$ cat src/rtl/matrix_chain_driver_pkg.sv
// Shared types and helpers for the LED panel chain driver.
// Latency: n/a (types and pure functions only).
// Backpressure: n/a.
package matrix_chain_driver_pkg;

    typedef enum logic [2:0] {
        ST_IDLE     = 3'd0,
        ST_LOAD     = 3'd1,
        ST_SHIFT_LO = 3'd2,
        ST_SHIFT_HI = 3'd3,
        ST_LATCH    = 3'd4,
        ST_DWELL    = 3'd5
    } state_t;

    localparam int BITS_PER_PANEL = 16;
    localparam int ROWS           = 8;

    // Row select byte: bit r drives row r, active-high.
    function automatic logic [7:0] row_onehot(input logic [2:0] row);
        return 8'd1 << row;
    endfunction

    // One panel's 16 shifted bits: column byte (optionally inverted) then row byte.
    function automatic logic [15:0] panel_word(input logic [7:0] pix,
                                               input logic [2:0] row,
                                               input logic       col_active_low);
        logic [7:0] col;
        col = col_active_low ? ~pix : pix;
        return {col, row_onehot(row)};
    endfunction

endpackage

$ cat src/rtl/matrix_chain_driver_if.sv
// Control, frame-write and panel-pin bundle for the LED panel chain driver.
// Latency: n/a (wires only).
// Backpressure: none; writes and swap requests are accepted unconditionally.
interface matrix_chain_driver_if #(
    parameter int PANELS = 2
);
    localparam int PW = (PANELS > 1) ? $clog2(PANELS) : 1;

    logic          enable;
    logic [1:0]    refresh_speed;
    logic          wr_en;
    logic [PW-1:0] wr_panel;
    logic [2:0]    wr_row;
    logic [7:0]    wr_data;
    logic          swap_req;
    logic          swap_pending;
    logic          frame_start;
    logic          matrix_clk;
    logic          matrix_latch;
    logic          matrix_mosi;

    // Board side: drives control and frame writes, observes status and pins.
    modport master (
        output enable, refresh_speed, wr_en, wr_panel, wr_row, wr_data, swap_req,
        input  swap_pending, frame_start, matrix_clk, matrix_latch, matrix_mosi
    );

    // Driver side.
    modport slave (
        input  enable, refresh_speed, wr_en, wr_panel, wr_row, wr_data, swap_req,
        output swap_pending, frame_start, matrix_clk, matrix_latch, matrix_mosi
    );

endinterface

$ cat src/rtl/matrix_chain_driver_fb.sv
// Double-buffered frame store: 2 banks x PANELS x 8 rows x 8 pixels.
// Latency: write commits in 1 cycle; row read is registered (1 cycle), with write-through forwarding.
// Backpressure: none; one write and one full-row read every cycle.
module matrix_chain_driver_fb
    import matrix_chain_driver_pkg::*;
#(
    parameter int PANELS = 2,
    parameter int PW     = 1
) (
    input  logic                   clk,
    input  logic                   reset_n,
    input  logic                   wr_en,
    input  logic                   wr_bank,
    input  logic [PW-1:0]          wr_panel,
    input  logic [2:0]             wr_row,
    input  logic [7:0]             wr_data,
    input  logic                   rd_bank,
    input  logic [2:0]             rd_row,
    output logic [PANELS-1:0][7:0] rd_data
);

    logic [7:0]             mem_q [2][PANELS][ROWS];
    logic [PANELS-1:0][7:0] rd_data_d;
    logic [PANELS-1:0][7:0] rd_data_q;

    // Pixel storage; contents survive reset on purpose.
    always_ff @(posedge clk) begin
        if (wr_en) begin
            mem_q[wr_bank][wr_panel][wr_row] <= wr_data;
        end
    end

    // Read all panels of one row; a same-edge write to that location is forwarded
    // so a write landing in the bank that becomes front shows up at once.
    always_comb begin
        rd_data_d = '0;
        for (int p = 0; p < PANELS; p++) begin
            if (wr_en && (wr_bank == rd_bank) && (wr_row == rd_row) &&
                (wr_panel == PW'(p))) begin
                rd_data_d[p] = wr_data;
            end else begin
                rd_data_d[p] = mem_q[rd_bank][p][rd_row];
            end
        end
    end

    // Registered read port.
    always_ff @(posedge clk or negedge reset_n) begin
        if (!reset_n) begin
            rd_data_q <= '0;
        end else begin
            rd_data_q <= rd_data_d;
        end
    end

    assign rd_data = rd_data_q;

endmodule

$ cat src/rtl/matrix_chain_driver.sv
// Row-scanning serial driver for a daisy chain of 8x8 LED panels (two 595s each).
// Latency: row step = 1 + 2*CLK_DIV*PANELS*16 + CLK_DIV + dwell cycles; all pins registered.
// Backpressure: none; enable=0 stops at the next row boundary, swaps wait for frame end.
module matrix_chain_driver
    import matrix_chain_driver_pkg::*;
#(
    parameter int PANELS         = 2,
    parameter int CLK_DIV        = 50,
    parameter int BASE_DWELL     = 1000,
    parameter int COL_ACTIVE_LOW = 1
) (
    input  logic                  clk,
    input  logic                  reset_n,
    matrix_chain_driver_if.slave  bus
);

    localparam int PW    = (PANELS > 1) ? $clog2(PANELS) : 1;
    localparam int NBITS = PANELS * BITS_PER_PANEL;
    localparam int BIT_W = $clog2(NBITS);
    localparam int DIV_W = (CLK_DIV > 1) ? $clog2(CLK_DIV) : 1;
    localparam int DWL_W = $clog2(BASE_DWELL * 64 + 1);

    state_t             state_q, state_d;
    logic [2:0]         row_q, row_d;
    logic               front_q, front_d;
    logic               swap_pend_q, swap_pend_d;
    logic [DIV_W-1:0]   div_q, div_d;
    logic [BIT_W-1:0]   bit_q, bit_d;
    logic [DWL_W-1:0]   dwell_len_q, dwell_len_d;
    logic [DWL_W-1:0]   dwell_cnt_q, dwell_cnt_d;
    logic [NBITS-1:0]   shift_q, shift_d;
    logic               frame_start_q, frame_start_d;
    logic               mclk_q, mclk_d;
    logic               latch_q, latch_d;
    logic               mosi_q, mosi_d;

    logic                   div_last;
    logic                   wr_ok;
    logic [PANELS-1:0][7:0] fb_rd;
    logic [NBITS-1:0]       load_vec;

    assign div_last = (div_q == DIV_W'(CLK_DIV - 1));
    assign wr_ok    = bus.wr_en && (32'(bus.wr_panel) < PANELS);

    // Read address follows the next row/bank so the data is ready during LOAD.
    matrix_chain_driver_fb #(
        .PANELS (PANELS),
        .PW     (PW)
    ) u_fb (
        .clk      (clk),
        .reset_n  (reset_n),
        .wr_en    (wr_ok),
        .wr_bank  (~front_q),
        .wr_panel (bus.wr_panel),
        .wr_row   (bus.wr_row),
        .wr_data  (bus.wr_data),
        .rd_bank  (front_d),
        .rd_row   (row_d),
        .rd_data  (fb_rd)
    );

    // Assemble one row step; the highest panel index is furthest and goes out first.
    always_comb begin
        load_vec = '0;
        for (int p = 0; p < PANELS; p++) begin
            load_vec[p*BITS_PER_PANEL +: BITS_PER_PANEL] =
                panel_word(fb_rd[p], row_q, COL_ACTIVE_LOW != 0);
        end
    end

    // Scan sequencing, bank swap at frame end, and next values of the registered pins.
    always_comb begin
        state_d     = state_q;
        row_d       = row_q;
        front_d     = front_q;
        div_d       = div_q;
        bit_d       = bit_q;
        dwell_len_d = dwell_len_q;
        dwell_cnt_d = dwell_cnt_q;
        shift_d     = shift_q;
        swap_pend_d = swap_pend_q | bus.swap_req;

        case (state_q)
            ST_IDLE: begin
                if (bus.enable) begin
                    state_d = ST_LOAD;
                end
            end
            ST_LOAD: begin
                dwell_len_d = DWL_W'(BASE_DWELL) << (2 * bus.refresh_speed);
                shift_d     = load_vec;
                bit_d       = '0;
                div_d       = '0;
                state_d     = ST_SHIFT_LO;
            end
            ST_SHIFT_LO: begin
                if (div_last) begin
                    div_d   = '0;
                    state_d = ST_SHIFT_HI;
                end else begin
                    div_d = div_q + DIV_W'(1);
                end
            end
            ST_SHIFT_HI: begin
                if (div_last) begin
                    div_d = '0;
                    if (bit_q == BIT_W'(NBITS - 1)) begin
                        state_d = ST_LATCH;
                    end else begin
                        bit_d   = bit_q + BIT_W'(1);
                        shift_d = {shift_q[NBITS-2:0], 1'b0};
                        state_d = ST_SHIFT_LO;
                    end
                end else begin
                    div_d = div_q + DIV_W'(1);
                end
            end
            ST_LATCH: begin
                if (div_last) begin
                    div_d       = '0;
                    dwell_cnt_d = dwell_len_q - DWL_W'(1);
                    state_d     = ST_DWELL;
                end else begin
                    div_d = div_q + DIV_W'(1);
                end
            end
            ST_DWELL: begin
                if (dwell_cnt_q == '0) begin
                    row_d = row_q + 3'd1;
                    // Frame end: apply an accepted swap; a request arriving now waits a frame.
                    if (row_q == 3'd7 && swap_pend_q) begin
                        front_d     = ~front_q;
                        swap_pend_d = bus.swap_req;
                    end
                    state_d = bus.enable ? ST_LOAD : ST_IDLE;
                end else begin
                    dwell_cnt_d = dwell_cnt_q - DWL_W'(1);
                end
            end
            default: begin
                state_d = ST_IDLE;
            end
        endcase

        frame_start_d = (state_d == ST_LOAD) && (row_d == 3'd0);
        mclk_d        = (state_d == ST_SHIFT_HI);
        latch_d       = (state_d == ST_LATCH);
        mosi_d        = ((state_d == ST_SHIFT_LO) || (state_d == ST_SHIFT_HI)) ?
                        shift_d[NBITS-1] : 1'b0;
    end

    // State and pin registers.
    always_ff @(posedge clk or negedge reset_n) begin
        if (!reset_n) begin
            state_q       <= ST_IDLE;
            row_q         <= '0;
            front_q       <= 1'b0;
            swap_pend_q   <= 1'b0;
            div_q         <= '0;
            bit_q         <= '0;
            dwell_len_q   <= '0;
            dwell_cnt_q   <= '0;
            shift_q       <= '0;
            frame_start_q <= 1'b0;
            mclk_q        <= 1'b0;
            latch_q       <= 1'b0;
            mosi_q        <= 1'b0;
        end else begin
            state_q       <= state_d;
            row_q         <= row_d;
            front_q       <= front_d;
            swap_pend_q   <= swap_pend_d;
            div_q         <= div_d;
            bit_q         <= bit_d;
            dwell_len_q   <= dwell_len_d;
            dwell_cnt_q   <= dwell_cnt_d;
            shift_q       <= shift_d;
            frame_start_q <= frame_start_d;
            mclk_q        <= mclk_d;
            latch_q       <= latch_d;
            mosi_q        <= mosi_d;
        end
    end

    assign bus.swap_pending = swap_pend_q;
    assign bus.frame_start  = frame_start_q;
    assign bus.matrix_clk   = mclk_q;
    assign bus.matrix_latch = latch_q;
    assign bus.matrix_mosi  = mosi_q;

endmodule

$ cat src/flat_wrapper.sv
// flat-port wrapper written by rule: the top's interface ports become plain ports
module matrix_chain_driver_flat import matrix_chain_driver_pkg::*;
#(
    parameter int PANELS         = 2,
    parameter int CLK_DIV        = 50,
    parameter int BASE_DWELL     = 1000,
    parameter int COL_ACTIVE_LOW = 1
)
  (clk, reset_n, bus_enable, bus_refresh_speed, bus_wr_en, bus_wr_panel, bus_wr_row, bus_wr_data, bus_swap_req, bus_swap_pending, bus_frame_start, bus_matrix_clk, bus_matrix_latch, bus_matrix_mosi);
  matrix_chain_driver_if #(.PANELS(PANELS)) bus_i ();
  input  logic clk;
  input  logic reset_n;
  input wire logic [$bits(bus_i.enable)-1:0] bus_enable;
  input wire logic [$bits(bus_i.refresh_speed)-1:0] bus_refresh_speed;
  input wire logic [$bits(bus_i.wr_en)-1:0] bus_wr_en;
  input wire logic [$bits(bus_i.wr_panel)-1:0] bus_wr_panel;
  input wire logic [$bits(bus_i.wr_row)-1:0] bus_wr_row;
  input wire logic [$bits(bus_i.wr_data)-1:0] bus_wr_data;
  input wire logic [$bits(bus_i.swap_req)-1:0] bus_swap_req;
  output wire logic [$bits(bus_i.swap_pending)-1:0] bus_swap_pending;
  output wire logic [$bits(bus_i.frame_start)-1:0] bus_frame_start;
  output wire logic [$bits(bus_i.matrix_clk)-1:0] bus_matrix_clk;
  output wire logic [$bits(bus_i.matrix_latch)-1:0] bus_matrix_latch;
  output wire logic [$bits(bus_i.matrix_mosi)-1:0] bus_matrix_mosi;
  assign bus_i.enable = bus_enable;
  assign bus_i.refresh_speed = bus_refresh_speed;
  assign bus_i.wr_en = bus_wr_en;
  assign bus_i.wr_panel = bus_wr_panel;
  assign bus_i.wr_row = bus_wr_row;
  assign bus_i.wr_data = bus_wr_data;
  assign bus_i.swap_req = bus_swap_req;
  assign bus_swap_pending = bus_i.swap_pending;
  assign bus_frame_start = bus_i.frame_start;
  assign bus_matrix_clk = bus_i.matrix_clk;
  assign bus_matrix_latch = bus_i.matrix_latch;
  assign bus_matrix_mosi = bus_i.matrix_mosi;
  matrix_chain_driver #(.PANELS(PANELS), .CLK_DIV(CLK_DIV), .BASE_DWELL(BASE_DWELL), .COL_ACTIVE_LOW(COL_ACTIVE_LOW)) u_core (.clk(clk), .reset_n(reset_n), .bus(bus_i));
endmodule
$ cat config.mk
export PLATFORM = sky130hd
export DESIGN_NAME = matrix_chain_driver_flat
export DESIGN_NICKNAME = d
export VERILOG_FILES = /design/src/rtl/matrix_chain_driver_pkg.sv /design/src/rtl/matrix_chain_driver_if.sv /design/src/rtl/matrix_chain_driver_fb.sv /design/src/rtl/matrix_chain_driver.sv /design/src/flat_wrapper.sv
export SDC_FILE = /design/constraint.sdc
export NUM_CORES = 1
export LEC_CHECK = 0
export BUFFER_PORTS_ARGS = -buffer_cell sky130_fd_sc_hd__buf_2
export CAP_MARGIN = 20
export CORE_MARGIN = 5
export CORE_UTILIZATION = 40
export CTS_CLUSTER_SIZE = 16
export DETAILED_ROUTE_END_ITERATION = 6
export GPL_TIMING_DRIVEN = 0
export PLACE_DENSITY_LB_ADDON = 0.08
export SYNTH_ARGS = -nofsm -noshare
export SYNTH_HDL_FRONTEND = slang
export SYNTH_SLANG_ARGS = --single-unit
$ cat constraint.sdc
create_clock -name clk -period 4.2 [get_ports clk]
set_clock_uncertainty 0.15 [all_clocks]
set_input_delay 0.84 -clock clk [delete_from_list [all_inputs] [get_ports clk]]
set_output_delay 0.84 -clock clk [all_outputs]
set_load 0.05 [all_outputs]
==> results_dict.tcl <==
set metrics [dict create \
    cts_setup_buffers 0 \
    relSlewSlack 0.300 \
    area_growth_pct 13.4 \
    required_ns 4.40 \
    drt_iter0_markers 800 \
    async_reset_ff_frac 0.271 \
    nNetsFinal 1329 \
    cts_tree "yes" \
    comb_power_share 0.018 \
    grtUsageTotal 0.193 \
    syn_area_mm2 0.0148 \
    drive_above_1_share 0.0989 \
    start_util 0.404 \
    grt_setup_unrepaired "no" \
    dieArea_mm2 0.0408 \
    finalWirelength_mm 39.3 \
    multi_input_area_mm2 0.00436 \
    fin_crit_sh 0.951 \
    clkPwrFrac 0.455 \
    io_buffers 23 \
    worst-path-max-fanout 10 \
    synth-seq-area-share 0.682 \
    gp_congestion 0.927 \
    ant_nets 0 \
    clockBufferDepth 3 \
    ys_types 62 \
    synthFlopType "edfxtp_1" \
    cap_violations 0 \
    p_switching_w 0.00151 \
    netlist_instances 1224 \
    synth_edf_count 256 \
    via_count 9739 \
    crit_chain "buf_2 -> nand3b_1 -> nor3_1 -> nand4_1 -> xor2_2 -> inv_2 -> buf_6 -> buf_2 -> nand2_1 -> a21oi_1 -> a2111oi_0 -> a31oi_1" \
    reg2reg_to "u_core.u_fb.rd_data[5]$_DFF_PN0_" \
    ir_worst_vdd_mv 0.354 \
    slowest_stage "a2111oi_0" \
    hp-class "input pin to asynchronous set/reset pin" \
    grt_max_degree 53 \
    worst_slew_pin_slew_ns 1.02 \
    period_needed_ns 3.99 \
    yosys_warnings 0 \
    grt.overflow.total 0 \
    viasPerCell 5.43 \
    switching_share 0.210 \
    max_stage_delay_ns 0.55 \
    ctsResizeCount 3 \
    layout_commonest_cell "nand2_1" \
    hold_buffers 0 \
    numCtsBuffers 40 \
    clkSinkCount 351 \
    p_leak_nw 6.33 \
    dpl.hpwl_mm 26.0 \
    avgSynthCellArea_um2 12.1 \
    wl_per_cell_um 21.9 \
    grt_pass1_wl_mm 60.3 \
    finalSetupViolations 0 \
    ios 24 \
    fmax_mhz 250 \
    rr_worst_depth 12 \
    path_buf_inv 4 \
    path_delay_family "simple AND/OR/NAND/NOR gates" \
    timing.reg2reg.setup_slack_ns 0.21 \
    powerDensity_mw_per_mm2 428 \
    crit_type "register to register" \
    outcome "completed" \
    endpoint_kind "register" \
    fillers 3366 \
    drt_pass1_iterations 7 \
    ys_seq_elements 351 \
    layout_common_cells "nand2_1, edfxtp_1, dfrtp_1, nor2_1, a21oi_1" \
    grt_pass1_vias 9749 \
    startpoint_type "register" \
    antenna_found_initial 0 \
    cpMostUsedCell "buf_2" \
    h-tree-depth 2 \
    cts_root_buf "clkbuf_16" \
    dieHeight_um 202 \
    cp.arrival_ns 4.19 \
    rows 70 \
    finalMaxSlewViolations 0 \
    core_area_mm2 0.0365 \
    finalHoldViolations 0 \
    p_seq_frac 0.526 \
    syn_nets 1258 \
    clk_latency_ns 0.55 \
    final_util 0.458 \
    seqCellArea_mm2 0.0101 \
    clk_pin_slew_ns 0.06 \
    setup_tns_ns 0 \
    internal_power_w 0.00565 \
    die_width_um 202 \
    diodes 0 \
    reg2reg_from "u_core.state_q[2]$_DFF_PN0_" \
    drc 0 \
]
through the flow:
step	setup slack, ns	power (W)	hold slack, ns	area [um^2]	cells
6_report	0.206	0.00716	0.162	16700	1793
5_1_grt	0.0250	0.00741	0.205	16700	1793
4_1_cts	0.104	0.00725	0.177	16700	1792
3_5_place_dp	0.00121	0.00397	0.321	15500	1720
3_3_place_gp	0.0329	0.00397	0.313	15500	1715
2_1_floorplan	1.15	0.00387	0.295	14800	1224
per-layer routing:
metal | track usage | vias to the layer above | wire length [um]
met1 | 0.265 | 4810 | 17300
li1 | - | 4589 | -
met4 | 0.0713 | 0 | 1360
met3 | 0.0356 | 73 | 2160
met5 | 0 | - | 0
met2 | 0.308 | 267 | 18500
how the worst max path moves through the flow:
| stage | startpoint | slack (ns) | endpoint | cells after the start |
|---|---|---|---|---|
| after CTS | u_core.state_q[2]$_DFF_PN0_ | 0.10 | u_core.u_fb.rd_data[4]$_DFF_PN0_ | 12 |
| final | u_core.state_q[2]$_DFF_PN0_ | 0.21 | u_core.u_fb.rd_data[5]$_DFF_PN0_ | 12 |
| after detailed placement | u_core.dwell_cnt_q[2]$_DFFE_PN0P_ | 0.001 | u_core.u_fb.rd_data[3]$_DFF_PN0_ | 11 |
| after floorplan | u_core.state_q[2]$_DFF_PN0_ | 1.15 | u_core.dwell_cnt_q[14]$_DFFE_PN0P_ | 13 |
| after global routing | u_core.state_q[2]$_DFF_PN0_ | 0.03 | u_core.u_fb.rd_data[5]$_DFF_PN0_ | 12 |
| after global placement | u_core.state_q[2]$_DFF_PN0_ | 0.03 | u_core.u_fb.rd_data[3]$_DFF_PN0_ | 12 |
synthesized netlist by cell type, types with 5 or more instances:
cell / count / area [um^2]
nor2_1: 93 / 349
and3_1: 6 / 37.5
a21oi_1: 50 / 250
clkbuf_1: 32 / 120
a222oi_1: 14 / 140
a31oi_1: 18 / 113
o31ai_1: 7 / 52.6
nand3_1: 24 / 120
edfxtp_1: 256 / 7690
o221ai_1: 16 / 140
nand2b_1: 8 / 50.1
xor2_1: 5 / 43.8
dfrtp_1: 95 / 2380
nand2_1: 355 / 1330
nor3_1: 11 / 55.1
buf_2: 22 / 110
mux4_2: 14 / 315
ha_1: 15 / 188
and2_1: 6 / 37.5
o21ai_0: 37 / 185
nor2b_1: 5 / 31.3
nand4_1: 7 / 43.8
mux2i_1: 10 / 100
a22oi_1: 12 / 90.1
nor4_1: 7 / 43.8
a2111oi_0: 14 / 123
inv_1: 12 / 45.0
xnor2_1: 8 / 70.1
sequential cells by signal, indices dropped and copies added (netlist names), 3 cells and up:
name                 flops
u_core.dwell_cnt_q      16
u_core.row_q             3
u_core.div_q             6
u_core.u_fb.rd_data     16
u_core.u_fb.mem_q      256
u_core.dwell_len_q       8
u_core.state_q           3
u_core.bit_q             5
u_core.shift_q          32
power by group through the flow:
stage          combinational, W  sequential, W  clock (W)
3_5_place_dp           0.000135        0.00384          0
4_1_cts                0.000135        0.00377    0.00335
3_3_place_gp           0.000130        0.00384          0
2_1_floorplan         0.0000358        0.00384          0
5_1_grt                0.000147        0.00377    0.00350
6_report               0.000130        0.00377    0.00326
area by class of cell:
type,count,share of cell area
buffer,63,0.0173
inverter,14,0.00314
sequential,351,0.601
clock buffer,55,0.0645
timing repair buffer,29,0.00987
multi-input combinational,796,0.261
clock inverter,17,0.00808
tap,468,0.0350
cell families after synthesis:
group	share of synthesized area
fa+ha+maj	0.0127
flops	0.682
buf+inv	0.0232
xor+xnor	0.00882
mux	0.0289
simple gates	0.151
compound gates	0.0929
(Power assumes the default switching activity.)
